**src/rtl/tlc_phase_arbiter.sv**
```systemverilog
// ---------------------------------------------------------------------------
// tlc_phase_arbiter
//   N-phase traffic light controller. Grants requesting phases round-robin,
//   ends a green on a vacancy gap or a contested max-green limit, then runs
//   a fixed yellow followed by an all-red interval before the next grant.
//
// Ports
//   clk            clock
//   reset          synchronous, active-high reset
//   phase_req      one request bit per phase
//   phase_light    per-phase light (red / yellow / green)
//   cur_phase      phase currently or most recently granted
//   green_active   high while a phase is green
//   preempt_req    (TLC_PREEMPT_EN only) preemption request
//   preempt_phase  (TLC_PREEMPT_EN only) phase to force green
//
// Optional feature macro: TLC_PREEMPT_EN
// ---------------------------------------------------------------------------

package light_package;
    typedef enum logic [1:0] {
        red    = 2'd0,
        yellow = 2'd1,
        green  = 2'd2
    } colors;
endpackage

// state    | meaning
// ---------+------------------------------------------------------------
// S_ALLRED | every phase red; arbitrate once the minimum all-red is met
// S_GREEN  | cur_phase green; gap and max-green timers running
// S_YELLOW | cur_phase yellow for a fixed number of cycles
module tlc_phase_arbiter #(
    parameter int NUM_PHASES    = 5,
    parameter int GAP_TIMEOUT   = 4,
    parameter int MAX_GREEN     = 9,
    parameter int YELLOW_CYCLES = 2,
    parameter int ALLRED_CYCLES = 1,
    parameter int CTR_W         = 8,
    localparam int PW           = $clog2(NUM_PHASES)
) (
    input  logic                  clk,
    input  logic                  reset,
    input  logic [NUM_PHASES-1:0] phase_req,
`ifdef TLC_PREEMPT_EN
    input  logic                  preempt_req,
    input  logic [PW-1:0]         preempt_phase,
`endif
    output light_package::colors  phase_light [NUM_PHASES],
    output logic [PW-1:0]         cur_phase,
    output logic                  green_active
);
    import light_package::*;

    typedef enum logic [1:0] {
        S_ALLRED = 2'd0,
        S_GREEN  = 2'd1,
        S_YELLOW = 2'd2
    } state_t;

    state_t             state, state_nxt;
    logic [PW-1:0]      phase_nxt;
    logic [CTR_W-1:0]   gap_ctr, gap_nxt;
    logic [CTR_W-1:0]   max_ctr, max_nxt;
    logic [CTR_W-1:0]   dwell_ctr, dwell_nxt;
    logic [CTR_W-1:0]   dwell_sat_inc;

    logic               own, other;
    logic [NUM_PHASES-1:0] own_mask;
    logic               arb_found;
    logic [PW-1:0]      arb_winner;

    logic               pre_valid;
    logic [PW-1:0]      pre_phase;

`ifdef TLC_PREEMPT_EN
    assign pre_valid = preempt_req && ({1'b0, preempt_phase} < (PW+1)'(NUM_PHASES));
    assign pre_phase = preempt_phase;
`else
    assign pre_valid = 1'b0;
    assign pre_phase = '0;
`endif

    assign own_mask      = NUM_PHASES'(1) << cur_phase;
    assign own           = phase_req[cur_phase];
    assign other         = |(phase_req & ~own_mask);
    assign dwell_sat_inc = (dwell_ctr == '1) ? dwell_ctr : dwell_ctr + CTR_W'(1);

    // Round-robin search starting just after the last granted phase and
    // ending on that phase itself, so a lone requester can be re-granted.
    always_comb begin
        arb_found  = 1'b0;
        arb_winner = cur_phase;
        for (int i = 1; i <= NUM_PHASES; i++) begin
            logic [PW-1:0] idx;
            idx = PW'((int'(cur_phase) + i) % NUM_PHASES);
            if (!arb_found && phase_req[idx]) begin
                arb_found  = 1'b1;
                arb_winner = idx;
            end
        end
    end

    always_ff @(posedge clk) begin
        if (reset) begin
            state     <= S_ALLRED;
            cur_phase <= PW'(NUM_PHASES - 1);
            gap_ctr   <= '0;
            max_ctr   <= '0;
            dwell_ctr <= '0;
        end else begin
            state     <= state_nxt;
            cur_phase <= phase_nxt;
            gap_ctr   <= gap_nxt;
            max_ctr   <= max_nxt;
            dwell_ctr <= dwell_nxt;
        end
    end

    always_comb begin
        state_nxt = state;
        phase_nxt = cur_phase;
        gap_nxt   = gap_ctr;
        max_nxt   = max_ctr;
        dwell_nxt = dwell_ctr;
        case (state)
            S_ALLRED: begin
                dwell_nxt = dwell_sat_inc;
                if (dwell_ctr >= CTR_W'(ALLRED_CYCLES - 1)) begin
                    if (pre_valid) begin
                        state_nxt = S_GREEN;
                        phase_nxt = pre_phase;
                        gap_nxt   = '0;
                        max_nxt   = '0;
                    end else if (arb_found) begin
                        state_nxt = S_GREEN;
                        phase_nxt = arb_winner;
                        gap_nxt   = '0;
                        max_nxt   = '0;
                    end
                end
            end
            S_GREEN: begin
                if (pre_valid && (cur_phase != pre_phase)) begin
                    state_nxt = S_YELLOW;
                    dwell_nxt = '0;
                end else if (pre_valid) begin
                    gap_nxt = '0;
                    max_nxt = '0;
                end else if ((gap_ctr == CTR_W'(GAP_TIMEOUT - 1)) ||
                             (max_ctr == CTR_W'(MAX_GREEN - 1))) begin
                    state_nxt = S_YELLOW;
                    dwell_nxt = '0;
                end else begin
                    gap_nxt = own ? '0 : gap_ctr + CTR_W'(1);
                    max_nxt = other ? max_ctr + CTR_W'(1) : max_ctr;
                end
            end
            S_YELLOW: begin
                if (dwell_ctr == CTR_W'(YELLOW_CYCLES - 1)) begin
                    state_nxt = S_ALLRED;
                    dwell_nxt = '0;
                end else begin
                    dwell_nxt = dwell_ctr + CTR_W'(1);
                end
            end
            default: begin
                state_nxt = S_ALLRED;
                dwell_nxt = '0;
            end
        endcase
    end

    always_comb begin
        for (int i = 0; i < NUM_PHASES; i++) begin
            phase_light[i] = red;
            if (PW'(i) == cur_phase) begin
                if (state == S_GREEN)
                    phase_light[i] = green;
                else if (state == S_YELLOW)
                    phase_light[i] = yellow;
            end
        end
    end

    assign green_active = (state == S_GREEN);

endmodule
```
**config.mk**
```make
export PLATFORM = sky130hd
export DESIGN_NAME = tlc_phase_arbiter
export DESIGN_NICKNAME = d
export VERILOG_FILES = /design/src/rtl/tlc_phase_arbiter.sv
export SDC_FILE = /design/constraint.sdc
export NUM_CORES = 1
export LEC_CHECK = 0
export BUFFER_PORTS_ARGS = -buffer_cell sky130_fd_sc_hd__buf_2
export CELL_PAD_IN_SITES_DETAIL_PLACEMENT = 0
export CELL_PAD_IN_SITES_GLOBAL_PLACEMENT = 2
export CORE_ASPECT_RATIO = 0.8
export CORE_MARGIN = 2
export CORE_UTILIZATION = 40
export DETAILED_ROUTE_END_ITERATION = 8
export PLACE_DENSITY_LB_ADDON = 0.1
export SETUP_SLACK_MARGIN = 0.4
export SYNTH_ARGS = -nofsm -noshare
export SYNTH_HDL_FRONTEND = slang
export SYNTH_SLANG_ARGS = --single-unit
```
**constraint.sdc**
```tcl
create_clock -name clk -period 14.6 [get_ports clk]
set_clock_uncertainty 0.1 [all_clocks]
set_input_delay 0.73 -clock clk [delete_from_list [all_inputs] [get_ports clk]]
set_output_delay 0.73 -clock clk [all_outputs]
set_load 0.1 [all_outputs]
```
; ---- Word level (Yosys, flattened, before mapping)
; Index checks and enable logic that the tools add are counted.
; W data, S select, Z words.
[totals]
reg_bits = 29
out_inout_bits = 14
[op_classes]
add_sub_neg = 8
n_div = 5
magnitude_cmp = 7
n_eq_ne = 17
shift = 1
mux = 46
n_bitwise = 2
reduce_logical = 19
[op_table]
columns = op, n
row1 = $mod A32 B4 Y32 const B, 5
row2 = $mux W8, 9
row3 = $pmux W8 S2, 2
row4 = $add A8 B1 Y8 const B, 3
row5 = $lt A3 B4 Y1 const B, 6
row6 = $pmux W8 S3, 1
row7 = $mux W2, 10
row8 = $bmux W1 S3, 6
row9 = $mux W3, 5
row10 = $mux W1, 12
row11 = $reduce_and A4 Y1, 3
row12 = $ne A2 B2 Y1 const B, 5
row13 = $add A3 B2 Y4 const B, 2
row14 = $add A3 B3 Y4 const B, 2
row15 = $eq A8 B1 Y1 const B, 1
row16 = $eq A8 B2 Y1 const B, 1
row17 = $eq A8 B4 Y1 const B, 1
row18 = $eq A8 B8 Y1 const B, 1
row19 = $ge A8 B1 Y1 const B, 1
row20 = $eq A2 B3 Y1 const A, 2
row21 = $pmux W2 S3, 1
row22 = $and A5 B5 Y5, 1
row23 = $not A5 Y5, 1
row24 = $reduce_and A5 Y1, 1
row25 = 16 further kinds, 23

; ---- Longest topological paths before layout
; Gate-level depths: netlist (run 1).
[depth]
word_depth = 20
mapped_depth = 21
depth_no_buf = 17

; ---- Worst setup path before layout (run 1)
; No wires, ideal clock.
[synth_path]
kind = register to register
startpoint = register cur_phase[0]
endpoint = register cur_phase[0]
setup_ns = 0.119
t_arrival_ns = 5.715
required_time_ns = 14.381
setup_slack_ns = 8.667
path_stages_with_launch = 22
path_buffers = 5
path_cell_list = dfxtp_1 -> buf_2 -> buf_2 -> buf_1 -> clkbuf_1 -> inv_1 -> ha_1 -> ha_1 -> nor3_1 -> nor2_1 -> xnor2_1 -> ha_1 -> nand2b_1 -> a311oi_1 -> a21oi_1 -> xnor2_1 -> o22a_1 -> o32ai_1 -> o31ai_1 -> buf_4 -> a21o_1 -> o221a_2
[synth_via]
elab_chain_len = 18
[synth_rtl]
columns = item, line
row1 = from (decl), 50  ; output logic [PW-1:0] cur_phase,
row2 = from (signal assigned), 107  ; cur_phase <= PW'(NUM_PHASES - 1);
row3 = from (signal assigned), 113  ; cur_phase <= phase_nxt;
row4 = $add A3 B1 Y4, 96  ; idx = PW'((int'(cur_phase) + i) % NUM_PHASES);
row5 = $mod A32 B4 Y32, 96
row6 = $bmux W1 S3, 97  ; if (!arb_found && phase_req[idx]) begin
row7 = $mux W1 (not written as such), 97
row8 = $mux W1, 97
row9 = $logic_not A1 Y1, 97
row10 = $logic_and A1 B1 Y1, 97
row11 = $mux W1, 97
row12 = (+2 left out), --
row13 = $mux W1, 97
row14 = $logic_not A1 Y1, 97
row15 = $logic_and A1 B1 Y1, 97
row16 = $mux W1, 97
row17 = $logic_not A1 Y1, 97
row18 = $logic_and A1 B1 Y1, 97
row19 = $reduce_bool A5 Y1 (no line) or $mux W1 (tied branches), --
row20 = $reduce_and A4 Y1 (no line), --
; Parallel ways exist; a longest one is shown, timed or not. The select of a mux whose other input is x is not followed.
; A chain may end at the register's enable or synchronous reset.

; ---- Worst setup path after layout (run 1)
[layout_path]
startpoint = register cur_phase[2]
endpoint = register gap_ctr[1]
[layout_via]
elab_chain_len = 19
[layout_rtl]
columns = item, line
row1 = $add A3 B1 Y4, 96
row2 = $mod A32 B4 Y32, 96
row3 = $bmux W1 S3, 97
row4 = $mux W1 (not written as such), 97
row5 = $mux W1, 97
row6 = $logic_not A1 Y1, 97
row7 = $logic_and A1 B1 Y1, 97
row8 = $mux W1, 97
row9 = (+3 left out), --
row10 = $logic_not A1 Y1, 97
row11 = $logic_and A1 B1 Y1, 97
row12 = $mux W1, 97
row13 = $logic_not A1 Y1, 97
row14 = $logic_and A1 B1 Y1, 97
row15 = $mux W1, 97
row16 = $ne A2 B2 Y1 (no line), --
row17 = $reduce_and A4 Y1 (no line), --
row18 = to (signal assigned), 114  ; gap_ctr <= gap_nxt;
row19 = to (decl), 63  ; logic [CTR_W-1:0] gap_ctr, gap_nxt;
; Parallel ways exist; a longest one is shown, timed or not. The select of a mux whose other input is x is not followed.

==> results.rst, run 1 <==
.. list-table::
   :header-rows: 1

   * - Metric
     - Value
   * - Number of global-route vias before repair
     - 3259
   * - Mean cell area of the mapped netlist
     - 7.53 um^2
   * - Final period utilization
     - 0.375
   * - Number of enable-type register cells in the synthesized netlist
     - 0
   * - Most frequent cells in the layout
     - sky130_fd_sc_hd__nor2_1, sky130_fd_sc_hd__nand2_1, sky130_fd_sc_hd__a21oi_1
   * - Port bufs
     - 20
   * - Source-to-sink clock delay at the later pin of the worst-skew pair
     - 0.27 ns
   * - Starting DRT DRC Count
     - 196
   * - Synthesized netlist cell count
     - 484
   * - Critical path fanouts, max
     - 19
   * - Number of buffers added by the clock tree synthesis step
     - 5
   * - Wire length of the first global-routing pass
     - 17.0 mm
   * - Number of design rule violations left after detail routing
     - 0
   * - Worst slew pin tran
     - 0.936 ns
   * - Floorplan die height
     - 89.4 um
   * - Summed negative setup slack over all endpoints
     - 0 ns
   * - Hold/Removal Path Class
     - reg2reg
   * - Antenna violations before repair
     - 0
   * - Global placement routability congestion
     - 0.822
   * - Count of antenna diodes in the layout
     - 0
   * - Global Route Usage Sum
     - 0.210
   * - Yosys top cell by area
     - sky130_fd_sc_hd__dfxtp_1
   * - Aggregate global routing overflow
     - 0
   * - Pin count of the biggest net entering global routing
     - 43
   * - Remaining antenna violation count
     - 0
   * - Longest Clk Path Bufs
     - 2
   * - Sequential cell area fraction in the yosys report
     - 0.159
   * - Crit path arrival time
     - 5.54 ns
   * - Fillcell total
     - 919
   * - Wire length after detailed routing
     - 10.5 mm
   * - Resize count post-CTS
     - 0
   * - Data required time at the worst endpoint
     - 14.66 ns
   * - Type of origin of the critical path
     - flop
   * - Most area-consuming cells after synthesis
     - sky130_fd_sc_hd__dfxtp_1, sky130_fd_sc_hd__ha_1, sky130_fd_sc_hd__nor2_1
   * - Core area
     - 8960 um^2
   * - Number of post-CTS setup repair buffers
     - 0
   * - FF-to-FF path depth
     - 18
   * - Fraction of registers with async set or reset after synthesis
     - 0
   * - Clock Sinks
     - 29
   * - Average detailed-routed wire length per instance
     - 17.5 um
   * - Fin crit period
     - 5.47 ns
   * - Achievable frequency
     - 183 MHz
   * - Kind of capture point of the worst setup path
     - flop
   * - RSZ-0062 raised after global routing
     - false
   * - Max cap viols
     - 0
   * - Status
     - finished clean
   * - Hold bufs inserted after CTS
     - 0
   * - Yosys warns
     - 0
   * - Number of placement rows
     - 31
   * - Die Span X
     - 111 um
   * - Detailed-routing iteration count for the pre-antenna-repair pass
     - 4
   * - Net Count, Synth
     - 522
   * - Starting density of the core
     - 0.407
   * - Layout cells sized above 1
     - 0.125
   * - Total via count after detailed routing
     - 3630
   * - Clock slew at reported path FFs
     - 0.05 ns
   * - Final count of hold timing violations
     - 0
   * - Flip-flop cell with the highest count after synthesis
     - sky130_fd_sc_hd__dfxtp_1
   * - Total count of max-transition violations in the final report
     - 0
   * - Number of unique standard cell types used by synthesis
     - 79
   * - Number of flip-flops and latches in the synthesized netlist
     - 29
   * - Final-stage net count
     - 524
   * - Slew HR
     - 0.370
   * - Top-level I/O count
     - 21
   * - Clk Tree Root Cell
     - sky130_fd_sc_hd__clkbuf_16
   * - Die Outline Area
     - 9900 um^2
   * - Setup violations, final
     - 0
   * - Synth top area share
     - 0.159
   * - CTS tree
     - done
   * - Leading cell type in the layout, fill and taps excluded
     - sky130_fd_sc_hd__nor2_1
   * - Area delta synth->final
     - 7.35%
   * - Half-perimeter wire length after detailed placement
     - 7.82 mm
   * - Number of cells on the worst hold path
     - 1
   * - Vias per std cell
     - 6.03
   * - Setup slack of the worst register-to-register path
     - 9.13 ns
   * - Classification of the worst setup path
     - reg2reg
   * - H-tree depth
     - 2
   * - Post-synth design cell area
     - 3640 um^2
## synth_stat cells (4+ instances only)
master,instances
sky130_fd_sc_hd__o221ai_1,4
sky130_fd_sc_hd__nor4_1,7
sky130_fd_sc_hd__mux2_2,5
sky130_fd_sc_hd__dfxtp_1,29
sky130_fd_sc_hd__a31oi_1,8
sky130_fd_sc_hd__a31o_2,4
sky130_fd_sc_hd__nand3_1,19
sky130_fd_sc_hd__a21oi_1,34
sky130_fd_sc_hd__o211ai_1,8
sky130_fd_sc_hd__clkbuf_1,14
sky130_fd_sc_hd__a221oi_1,5
sky130_fd_sc_hd__or3_1,9
sky130_fd_sc_hd__and2_1,8
sky130_fd_sc_hd__ha_1,31
sky130_fd_sc_hd__mux2i_1,7
sky130_fd_sc_hd__and3_1,6
sky130_fd_sc_hd__nor3_1,9
sky130_fd_sc_hd__o21ai_0,8
sky130_fd_sc_hd__buf_2,8
sky130_fd_sc_hd__nand4_1,6
sky130_fd_sc_hd__nand2_1,40
sky130_fd_sc_hd__a211oi_1,9
sky130_fd_sc_hd__o21a_1,5
sky130_fd_sc_hd__a21o_1,11
sky130_fd_sc_hd__xnor2_1,9
sky130_fd_sc_hd__nor2_1,46
sky130_fd_sc_hd__inv_1,27
sky130_fd_sc_hd__a311oi_1,9
sky130_fd_sc_hd__nand2b_1,11
sky130_fd_sc_hd__or2_2,5
sky130_fd_sc_hd__xor2_1,8
## metrics by stage
step                      hold slack, ns  utilization  worst slack (ns)  cell area, um^2  cells
final                              0.390        0.437              9.13             3910    602
after global routing               0.421        0.437              8.54             3910    602
after CTS                          0.390        0.437              9.18             3910    602
after detailed placement           0.382        0.421              9.18             3770    594
after global placement             0.360        0.421              9.36             3770    594
after floorplan                    0.339            -              8.67             3640    484
## final cells by class
| type | instances | area, um^2 | area share |
|---|---|---|---|
| Clock buffer | 6 | 129 | 0.0329 |
| Clock inverter | 2 | 10.0 | 0.00256 |
| Inverter | 28 | 105 | 0.0269 |
| Multi-Input combinational cell | 400 | 2830 | 0.723 |
| Sequential cell | 29 | 581 | 0.148 |
| Tap cell | 115 | 144 | 0.0368 |
| Timing Repair Buffer | 22 | 115 | 0.0294 |
## registers in the layout, indices dropped and copies added (netlist names)
name,flops
cur_phase,3
gap_ctr,8
dwell_ctr,8
state,2
max_ctr,8
## cells by family (layout without fill, tap and decap cells)
| family | count (synthesis) | after routing | share of synthesized area |
|---|---|---|---|
| fa+ha+maj | 31 | 31 | 0.106 |
| mux | 15 | 15 | 0.0532 |
| flops | 29 | 29 | 0.159 |
| simple gates | 189 | 189 | 0.271 |
| compound gates | 147 | 147 | 0.300 |
| xor+xnor | 18 | 18 | 0.0453 |
| buf+inv | 55 | 58 | 0.0645 |
## per-layer routing
layer	share of wire	global-route usage	vias up
met5	0	0	-
met4	0.0073	0.0307	0
met3	0.046	0.0441	8
met2	0.42	0.326	81
met1	0.52	0.307	1727
li1	-	-	1814
## worst paths after layout
| check | startpoint | end |
|---|---|---|
| hold / removal | gap_ctr[7] | gap_ctr[7] |
| hold reg to reg | gap_ctr[7] | gap_ctr[7] |
| setup / recovery | cur_phase[2] | gap_ctr[1] |
| setup reg to reg | cur_phase[2] | gap_ctr[1] |
## critical path, stage by stage, from the launching register on
cell	delay, ns
sky130_fd_sc_hd__dfxtp_1	0.81
sky130_fd_sc_hd__inv_1	0.33
sky130_fd_sc_hd__ha_1	0.64
sky130_fd_sc_hd__inv_1	0.11
sky130_fd_sc_hd__ha_1	0.23
sky130_fd_sc_hd__nor3_1	0.20
sky130_fd_sc_hd__nor2_1	0.08
sky130_fd_sc_hd__xnor2_1	0.35
sky130_fd_sc_hd__ha_1	0.25
sky130_fd_sc_hd__nand2b_1	0.10
sky130_fd_sc_hd__a311oi_1	0.43
sky130_fd_sc_hd__a21oi_1	0.23
sky130_fd_sc_hd__xnor2_1	0.19
sky130_fd_sc_hd__o22a_1	0.24
sky130_fd_sc_hd__o32ai_1	0.36
sky130_fd_sc_hd__o31ai_1	0.12
sky130_fd_sc_hd__buf_4	0.20
sky130_fd_sc_hd__and4_1	0.19
sky130_fd_sc_hd__a41o_1	0.19
Power of run 1 is left out: the tool's default activity adds up to more than one toggle a clock period on the data nets, which glitch-free logic cannot reach.
==> inputs of run 2 (changes only) <==
Settings changed: ABC_AREA from default to 1, CORE_UTILIZATION 40 to 30.
Clock period 14.6 ns to 4.65 ns, I/O delays scaled along.
==> run 2 against run 1 <==
Effect of this change:
- routed wire length down 4.1%
- via count fell by 3.8%
- first-iteration DRC count shrank 3.1%
- global-route usage shrank 3.3 points
- register-to-register slack got worse by 8.4 ns
- non-clock buffer count up 3
- maximum frequency up 39%
- largest cell class unchanged
- utilization down 8.8 points
==> results.rst, run 2 <==
.. list-table::
   :header-rows: 1

   * - Metric
     - Value
   * - Yosys top cell by area
     - sky130_fd_sc_hd__dfxtp_1
   * - R2R Path End
     - cur_phase[0]
   * - Starting DRT DRC Count
     - 190 (-3.1%)
   * - Clock Sinks
     - 29 (unchanged)
   * - Net Count, Synth
     - 596 (+14%)
   * - Final count of hold timing violations
     - 0 (unchanged)
   * - Core area
     - 10900 um^2 (+22%)
   * - Yosys warns
     - 0 (unchanged)
   * - Clk Tree Root Cell
     - sky130_fd_sc_hd__clkbuf_16
   * - Fin crit period
     - 3.93 ns (-1.55 ns)
   * - Setup violations, final
     - 0 (unchanged)
   * - Kind of capture point of the worst setup path
     - flop
   * - Final period utilization
     - 0.844 (+0.470)
   * - Registers with the most flip-flops
     - dwell_ctr (8), gap_ctr (8), max_ctr (8)
   * - Total count of max-transition violations in the final report
     - 0 (unchanged)
   * - Post-synth design cell area
     - 3360 um^2 (-7.7%)
   * - Total via count after detailed routing
     - 3493 (-3.8%)
   * - Final setup margin
     - 0.723 ns (-8.40 ns)
   * - Die Outline Area
     - 12100 um^2 (+22%)
   * - Achievable frequency
     - 255 MHz (+39%)
   * - Global Route Usage Sum
     - 0.177 (-0.0330)
   * - Hold_ws
     - 0.252 ns (-0.137 ns)
   * - Floorplan die height
     - 98.7 um (+10%)
   * - Longest Clk Path Bufs
     - 2 (unchanged)
   * - Crit path arrival time
     - 3.99 ns (-1.55 ns)
   * - Average detailed-routed wire length per instance
     - 13.9 um (-20%)
   * - Clock slew at reported path FFs
     - 0.05 ns (about the same)
   * - Number of enable-type register cells in the synthesized netlist
     - 0 (unchanged)
   * - Worst slew pin tran
     - 0.784 ns (-0.152 ns)
   * - Number of global-route vias before repair
     - 3202 (-1.7%)
   * - Fraction of registers with async set or reset after synthesis
     - 0 (unchanged)
   * - Sequential cell area fraction in the yosys report
     - 0.173 (+0.0133)
   * - Status
     - finished clean
   * - Mean cell area of the mapped netlist
     - 6.03 um^2 (-20%)
   * - Port bufs
     - 20 (unchanged)
   * - Remaining antenna violation count
     - 0 (unchanged)
   * - Top-level I/O count
     - 21 (unchanged)
   * - Number of flip-flops and latches in the synthesized netlist
     - 29 (unchanged)
   * - Layout cells sized above 1
     - 0.126 (+0.000605)
   * - Cell with the most instances after synthesis
     - sky130_fd_sc_hd__nand2_1
   * - Vias per std cell
     - 4.82 (-20%)
   * - H-tree depth
     - 2 (unchanged)
   * - Number of placement rows
     - 34 (+9.7%)
   * - Count of antenna diodes in the layout
     - 0 (unchanged)
   * - Starting density of the core
     - 0.309 (-0.0980)
   * - Type of origin of the critical path
     - flop
   * - Number of buffers added by the clock tree synthesis step
     - 5 (unchanged)
   * - Number of design rule violations left after detail routing
     - 0 (unchanged)
   * - Synthesized netlist cell count
     - 558 (+15%)
   * - Classification of the worst setup path
     - reg2reg
   * - Number of unique standard cell types used by synthesis
     - 41 (-48%)
   * - Slew HR
     - 0.471 (+0.100)
   * - Synth top area share
     - 0.173 (+0.0133)
   * - Area delta synth->final
     - 13.1%
   * - Most frequent cells in the layout
     - sky130_fd_sc_hd__nand2_1, sky130_fd_sc_hd__nand3_1, sky130_fd_sc_hd__inv_1
   * - Leading cell type in the layout, fill and taps excluded
     - sky130_fd_sc_hd__nand2_1
   * - Hold/Removal Path Class
     - in2reg
   * - Worst Setup Slack post-DPL
     - 0.478 ns (-8.70 ns)
   * - Detailed-routing iteration count for the pre-antenna-repair pass
     - 4 (unchanged)
   * - Pin count of the biggest net entering global routing
     - 24 (-44%)
   * - Worst setup path startpoint
     - cur_phase[1]
   * - CTS tree
     - done
   * - Wire length after detailed routing
     - 10.1 mm (-4.1%)
   * - Antenna violations before repair
     - 0 (unchanged)
   * - Flip-flop cell with the highest count after synthesis
     - sky130_fd_sc_hd__dfxtp_1
   * - Wire length of the first global-routing pass
     - 16.8 mm (-1.2%)
   * - Critical path endpoint
     - cur_phase[0]
   * - Critical path fanouts, max
     - 12 (-7)
   * - Setup slack of the worst register-to-register path
     - 0.72 ns (-8.40 ns)
   * - Die Span X
     - 122 um (+11%)
   * - Aggregate global routing overflow
     - 0 (unchanged)
   * - Half-perimeter wire length after detailed placement
     - 8.02 mm (+2.5%)
   * - Final-stage net count
     - 617 (+18%)
   * - Summed negative setup slack over all endpoints
     - 0 ns (unchanged)
   * - FF-to-FF path depth
     - 26 (+8)
   * - Most area-consuming cells after synthesis
     - sky130_fd_sc_hd__dfxtp_1, sky130_fd_sc_hd__nand2_1, sky130_fd_sc_hd__ha_1
   * - Global placement routability congestion
     - 0.807 (-1.9%)
   * - RSZ-0062 raised after global routing
     - false
   * - Startpoint of the worst register-to-register path
     - cur_phase[1]
   * - Most common library cells after synthesis
     - sky130_fd_sc_hd__nand2_1, sky130_fd_sc_hd__nand3_1, sky130_fd_sc_hd__inv_1
   * - Source-to-sink clock delay at the later pin of the worst-skew pair
     - 0.28 ns (about the same)
   * - Core occupancy in the finished layout
     - 0.349 (-0.0875)
   * - Max cap viols
     - 0 (unchanged)
   * - Data required time at the worst endpoint
     - 4.71 ns (-9.95 ns)
run 2: critical path, stage by stage (launching register included):
cell	delay, ns
sky130_fd_sc_hd__dfxtp_2	0.48
sky130_fd_sc_hd__ha_1	0.30
sky130_fd_sc_hd__ha_4	0.25
sky130_fd_sc_hd__inv_1	0.18
sky130_fd_sc_hd__ha_1	0.20
sky130_fd_sc_hd__nor2_1	0.04
sky130_fd_sc_hd__nand2_1	0.08
sky130_fd_sc_hd__nand2_2	0.08
sky130_fd_sc_hd__xor2_1	0.16
sky130_fd_sc_hd__inv_1	0.13
sky130_fd_sc_hd__ha_1	0.18
sky130_fd_sc_hd__inv_1	0.05
sky130_fd_sc_hd__o211ai_1	0.28
sky130_fd_sc_hd__nand2_2	0.13
sky130_fd_sc_hd__nand2_2	0.09
sky130_fd_sc_hd__nand2_2	0.09
sky130_fd_sc_hd__nand2_1	0.06
sky130_fd_sc_hd__nand3_1	0.07
sky130_fd_sc_hd__nand3_1	0.09
sky130_fd_sc_hd__nand2_1	0.10
sky130_fd_sc_hd__inv_1	0.07
sky130_fd_sc_hd__nand4_1	0.15
sky130_fd_sc_hd__buf_4	0.18
sky130_fd_sc_hd__nor2_1	0.07
sky130_fd_sc_hd__nor2_1	0.05
sky130_fd_sc_hd__nand2_1	0.09
sky130_fd_sc_hd__nand2_1	0.06
run 2: repair_timing:
item                       4_1_cts  5_1_grt
resized for setup                0        8
buffers inserted                 0        2
hold buffers                     0        0
setup endpoints to repair        0       20
run 2: through the flow:
step,area [um^2],instances
after detailed placement,3600,714
after CTS,3740,722
after global routing,3800,724
after floorplan,3370,558
final,3800,724
after global placement,3600,714
run 2: worst min-delay path by stage:
stage	startpoint	to	slack, ns	cells past startpoint
floorplan	gap_ctr[3]	gap_ctr[3]	0.37	2
global placement	gap_ctr[3]	gap_ctr[3]	0.40	2
detailed placement	max_ctr[7]	max_ctr[7]	0.40	2
CTS	reset	max_ctr[1]	0.26	2
global route	reset	max_ctr[0]	0.28	2
finish	reset	max_ctr[1]	0.25	2
run 2: routing by layer:
layer  global-route usage  share of wire
met5                    0              0
met4               0.0159              0
met3               0.0353          0.028
met2                0.238           0.39
met1                0.291           0.58
run 2: kinds of logic (layout without fill, tap and decap cells):
group / count (synthesis) / after routing / share of synthesized area
adders and majority gates: 31 / 31 / 0.115
xor gates and xnor gates: 12 / 12 / 0.0312
AOI/OAI and AO/OA: 60 / 60 / 0.106
buffers and inverters: 93 / 115 / 0.113
DFF: 29 / 29 / 0.173
and+or+nand+nor: 333 / 333 / 0.462
run 2: layout make-up:
type,count,area (um^2)
inverter,82,313
tap,144,180
fill,1249,7090
multi-input combinational,436,2450
sequential,29,583
timing repair buffer,25,138
clock buffer,8,136
Power of run 2 is left out for the same reason.
==> inputs of run 3 (changes only) <==
Settings changed: CORE_UTILIZATION 30 to 33.
Clock period 4.65 ns to 3.7 ns, I/O delays scaled along.
==> run 3 against run 2 <==
Effect of this change:
- flip-flop and latch count did not move
- setup slack got worse by 0.54 ns
- utilization rose by 10 points
- worst hold slack gained 0.012 ns
- cell area increased by 16%
- largest cell class unchanged
- highest routed layer is now met4
==> results.rst, run 3 (synthesis gave the netlist of run 2 again) <==
.. list-table::
   :header-rows: 1

   * - Metric
     - Value
   * - Most frequent cells in the layout
     - sky130_fd_sc_hd__nand2_1, sky130_fd_sc_hd__inv_1, sky130_fd_sc_hd__nand3_1
   * - Most used cell along the critical path
     - sky130_fd_sc_hd__buf_4
   * - Worst slew pin tran
     - 0.846 ns (+0.0622 ns)
   * - Critical path fanouts, max
     - 6 (-6)
   * - Vias per std cell
     - 4.92 (+2.0%)
   * - Die Outline Area
     - 11000 um^2 (-8.8%)
   * - Core occupancy in the finished layout
     - 0.452 (+0.103)
   * - Placed Cells
     - 717 (+0.42%)
   * - Antenna violations before repair
     - 0 (unchanged)
   * - Starting DRT DRC Count
     - 220 (+16%)
   * - Summed negative setup slack over all endpoints
     - 0 ns (unchanged)
   * - Port bufs
     - 20 (unchanged)
   * - Number of buffers added by the clock tree synthesis step
     - 5 (unchanged)
   * - Layout cells sized above 1
     - 0.281 (+0.155)
   * - Average detailed-routed wire length per instance
     - 14.2 um (+1.7%)
   * - Wire length of the first global-routing pass
     - 17.3 mm (+3.0%)
   * - H-tree depth
     - 2 (unchanged)
   * - Classification of the worst setup path
     - reg2reg
   * - CP max stage cell
     - sky130_fd_sc_hd__dfxtp_4
   * - Status
     - finished clean
   * - Critical path cell sequence
     - ha_4, ha_4, inv_4, ha_4, nor2_2, nand2_1, nand2_2, xor2_2, inv_2, buf_4, buf_4, buf_4, buf_4, buf_4, o21ai_4, nand3_2, nand3_2, nand2_2, inv_2, nand4_1, or2_0, nand3_1, nand2_1
   * - Achievable frequency
     - 284 MHz (+12%)
   * - Top-level I/O count
     - 21 (unchanged)
   * - Number of global-route vias before repair
     - 3392 (+5.9%)
   * - Kind of capture point of the worst setup path
     - flop
   * - Number of design rule violations left after detail routing
     - 0 (unchanged)
   * - Detailed-routing iteration count for the pre-antenna-repair pass
     - 4 (unchanged)
   * - Clk Tree Root Cell
     - sky130_fd_sc_hd__clkbuf_16
   * - Type of origin of the critical path
     - flop
   * - Setup slack of the worst register-to-register path
     - 0.18 ns (-0.54 ns)
   * - Die Span X
     - 117 um (-4.5%)
   * - Area delta synth->final
     - 31.4%
   * - Crit path arrival time
     - 3.58 ns (-0.41 ns)
   * - Floorplan die height
     - 94.3 um (-4.5%)
   * - Wire length after detailed routing
     - 10.5 mm (+4.2%)
   * - Filler-free cell count of the finished design
     - 742 (+2.5%)
   * - Final period utilization
     - 0.951 (+0.106)
   * - Setup violations, final
     - 0 (unchanged)
   * - Registers with the most flip-flops
     - dwell_ctr (8), gap_ctr (8), max_ctr (8)
   * - Fillcell total
     - 1066 (-15%)
   * - Global placement routability congestion
     - 0.847 (+5.0%)
   * - Fin crit period
     - 3.52 ns (-0.409 ns)
   * - Hold/Removal Path Class
     - in2reg
   * - Final-stage net count
     - 643 (+4.2%)
   * - Aggregate global routing overflow
     - 0 (unchanged)
   * - Worst setup path startpoint
     - cur_phase[1]
   * - Data required time at the worst endpoint
     - 3.76 ns (-0.95 ns)
   * - R2R Path End
     - cur_phase[1]
   * - Hold_ws
     - 0.264 ns (+0.0116 ns)
   * - Global Route Usage Sum
     - 0.201 (+0.0243)
   * - Clock Sinks
     - 29 (unchanged)
   * - Met1 track demand over resource
     - 0.301 (+0.0102)
   * - Number of placement rows
     - 32 (-5.9%)
   * - FF-to-FF path depth
     - 23 (-12%)
   * - Total count of max-transition violations in the final report
     - 0 (unchanged)
   * - Startpoint of the worst register-to-register path
     - cur_phase[1]
   * - Starting density of the core
     - 0.344 (+0.0354)
   * - CP max stage delay
     - 0.38 ns (-0.10 ns)
   * - Met3 Usage GRT
     - 0.0471 (+0.0118)
   * - Leading cell type in the layout, fill and taps excluded
     - sky130_fd_sc_hd__nand2_1
   * - Core area
     - 9770 um^2 (-10%)
   * - Source-to-sink clock delay at the later pin of the worst-skew pair
     - 0.27 ns (about the same)
   * - RSZ-0062 raised after global routing
     - true
   * - Critical path depth
     - 23 (-12%)
   * - Clock slew at reported path FFs
     - 0.05 ns (about the same)
   * - Count of antenna diodes in the layout
     - 0 (unchanged)
   * - Kind of cell with the highest combined delay on the critical path
     - simple AND/OR/NAND/NOR gates
   * - Total via count after detailed routing
     - 3650 (+4.5%)
   * - Pin count of the biggest net entering global routing
     - 20 (-17%)
   * - CTS tree
     - done
   * - Critical path endpoint
     - cur_phase[1]
   * - Half-perimeter wire length after detailed placement
     - 7.97 mm (-0.63%)
   * - Remaining antenna violation count
     - 0 (unchanged)
   * - Longest Clk Path Bufs
     - 2 (unchanged)
   * - Max cap viols
     - 0 (unchanged)
   * - Most used routing layer
     - met1
   * - GR Layer Usage met2
     - 0.299 (+0.0607)
   * - Worst Path Buf+Inv
     - 8 (+3)
   * - Slew HR
     - 0.434 (-0.0367)
   * - Final count of hold timing violations
     - 0 (unchanged)
   * - Number of cells on the worst hold path
     - 2 (unchanged)
   * - Hold bufs inserted after CTS
     - 0 (unchanged)
run 3: cell count changes in the layout (fill, tap and decap cells not counted), sizes merged:
cell,change
clkbuf,-1
buf,+25
nand2,+1
clkinv,+1
run 3: per-stage QoR:
step,setup WS [ns],cell area (um^2)
global route,-0.0476,4420
finish,0.182,4420
global placement,0.106,3750
floorplan,0.133,3470
CTS,0.261,4120
detailed placement,0.0773,3750
run 3: cell type report:
class / count / area [um^2] / area share
clock buffers: 7 / 153 / 0.0345
inverters: 82 / 325 / 0.0736
clock inverters: 1 / 5.00 / 0.00113
flip-flops and latches: 29 / 592 / 0.134
repair buffers: 50 / 340 / 0.0770
multi-input cells: 437 / 2840 / 0.641
well taps: 136 / 170 / 0.0385
run 3: how the worst min path moves through the flow:
stage	from	endpoint	slack [ns]
4_1_cts	reset	state[1]	0.21
5_1_grt	reset	state[1]	0.29
2_1_floorplan	gap_ctr[3]	gap_ctr[3]	0.37
3_3_place_gp	gap_ctr[3]	gap_ctr[3]	0.39
3_5_place_dp	dwell_ctr[2]	dwell_ctr[2]	0.40
6_report	reset	state[1]	0.26
run 3: worst reg2reg max path: cells and delay by family (launching register included):
family                   cells  cell delay, ns
AND/OR/NAND/NOR             10            1.14
AO/OA/AOI/OAI                1            0.24
flip-flops                   1            0.38
buffers and inverters        8            0.80
XOR/XNOR                     1            0.15
adder cells (fa/ha/maj)      3            0.60
run 3: routing by layer:
metal / routed length, um / up-vias / share of wire
met3: 516 / 4 / 0.049
met1: 5530 / 1651 / 0.53
met4: 38 / 0 / 0.0036
met5: 0 / - / 0
li1: - / 1931 / -
met2: 4430 / 64 / 0.42
run 3: repair_timing:
action | 4_1_cts | 5_1_grt
gates cloned | 1 | 0
endpoints found under the setup margin | 20 | 20
setup buffers | 12 | 4
gates resized for setup | 27 | 65
pin swaps | 28 | 35
Power of run 3 is left out for the same reason.
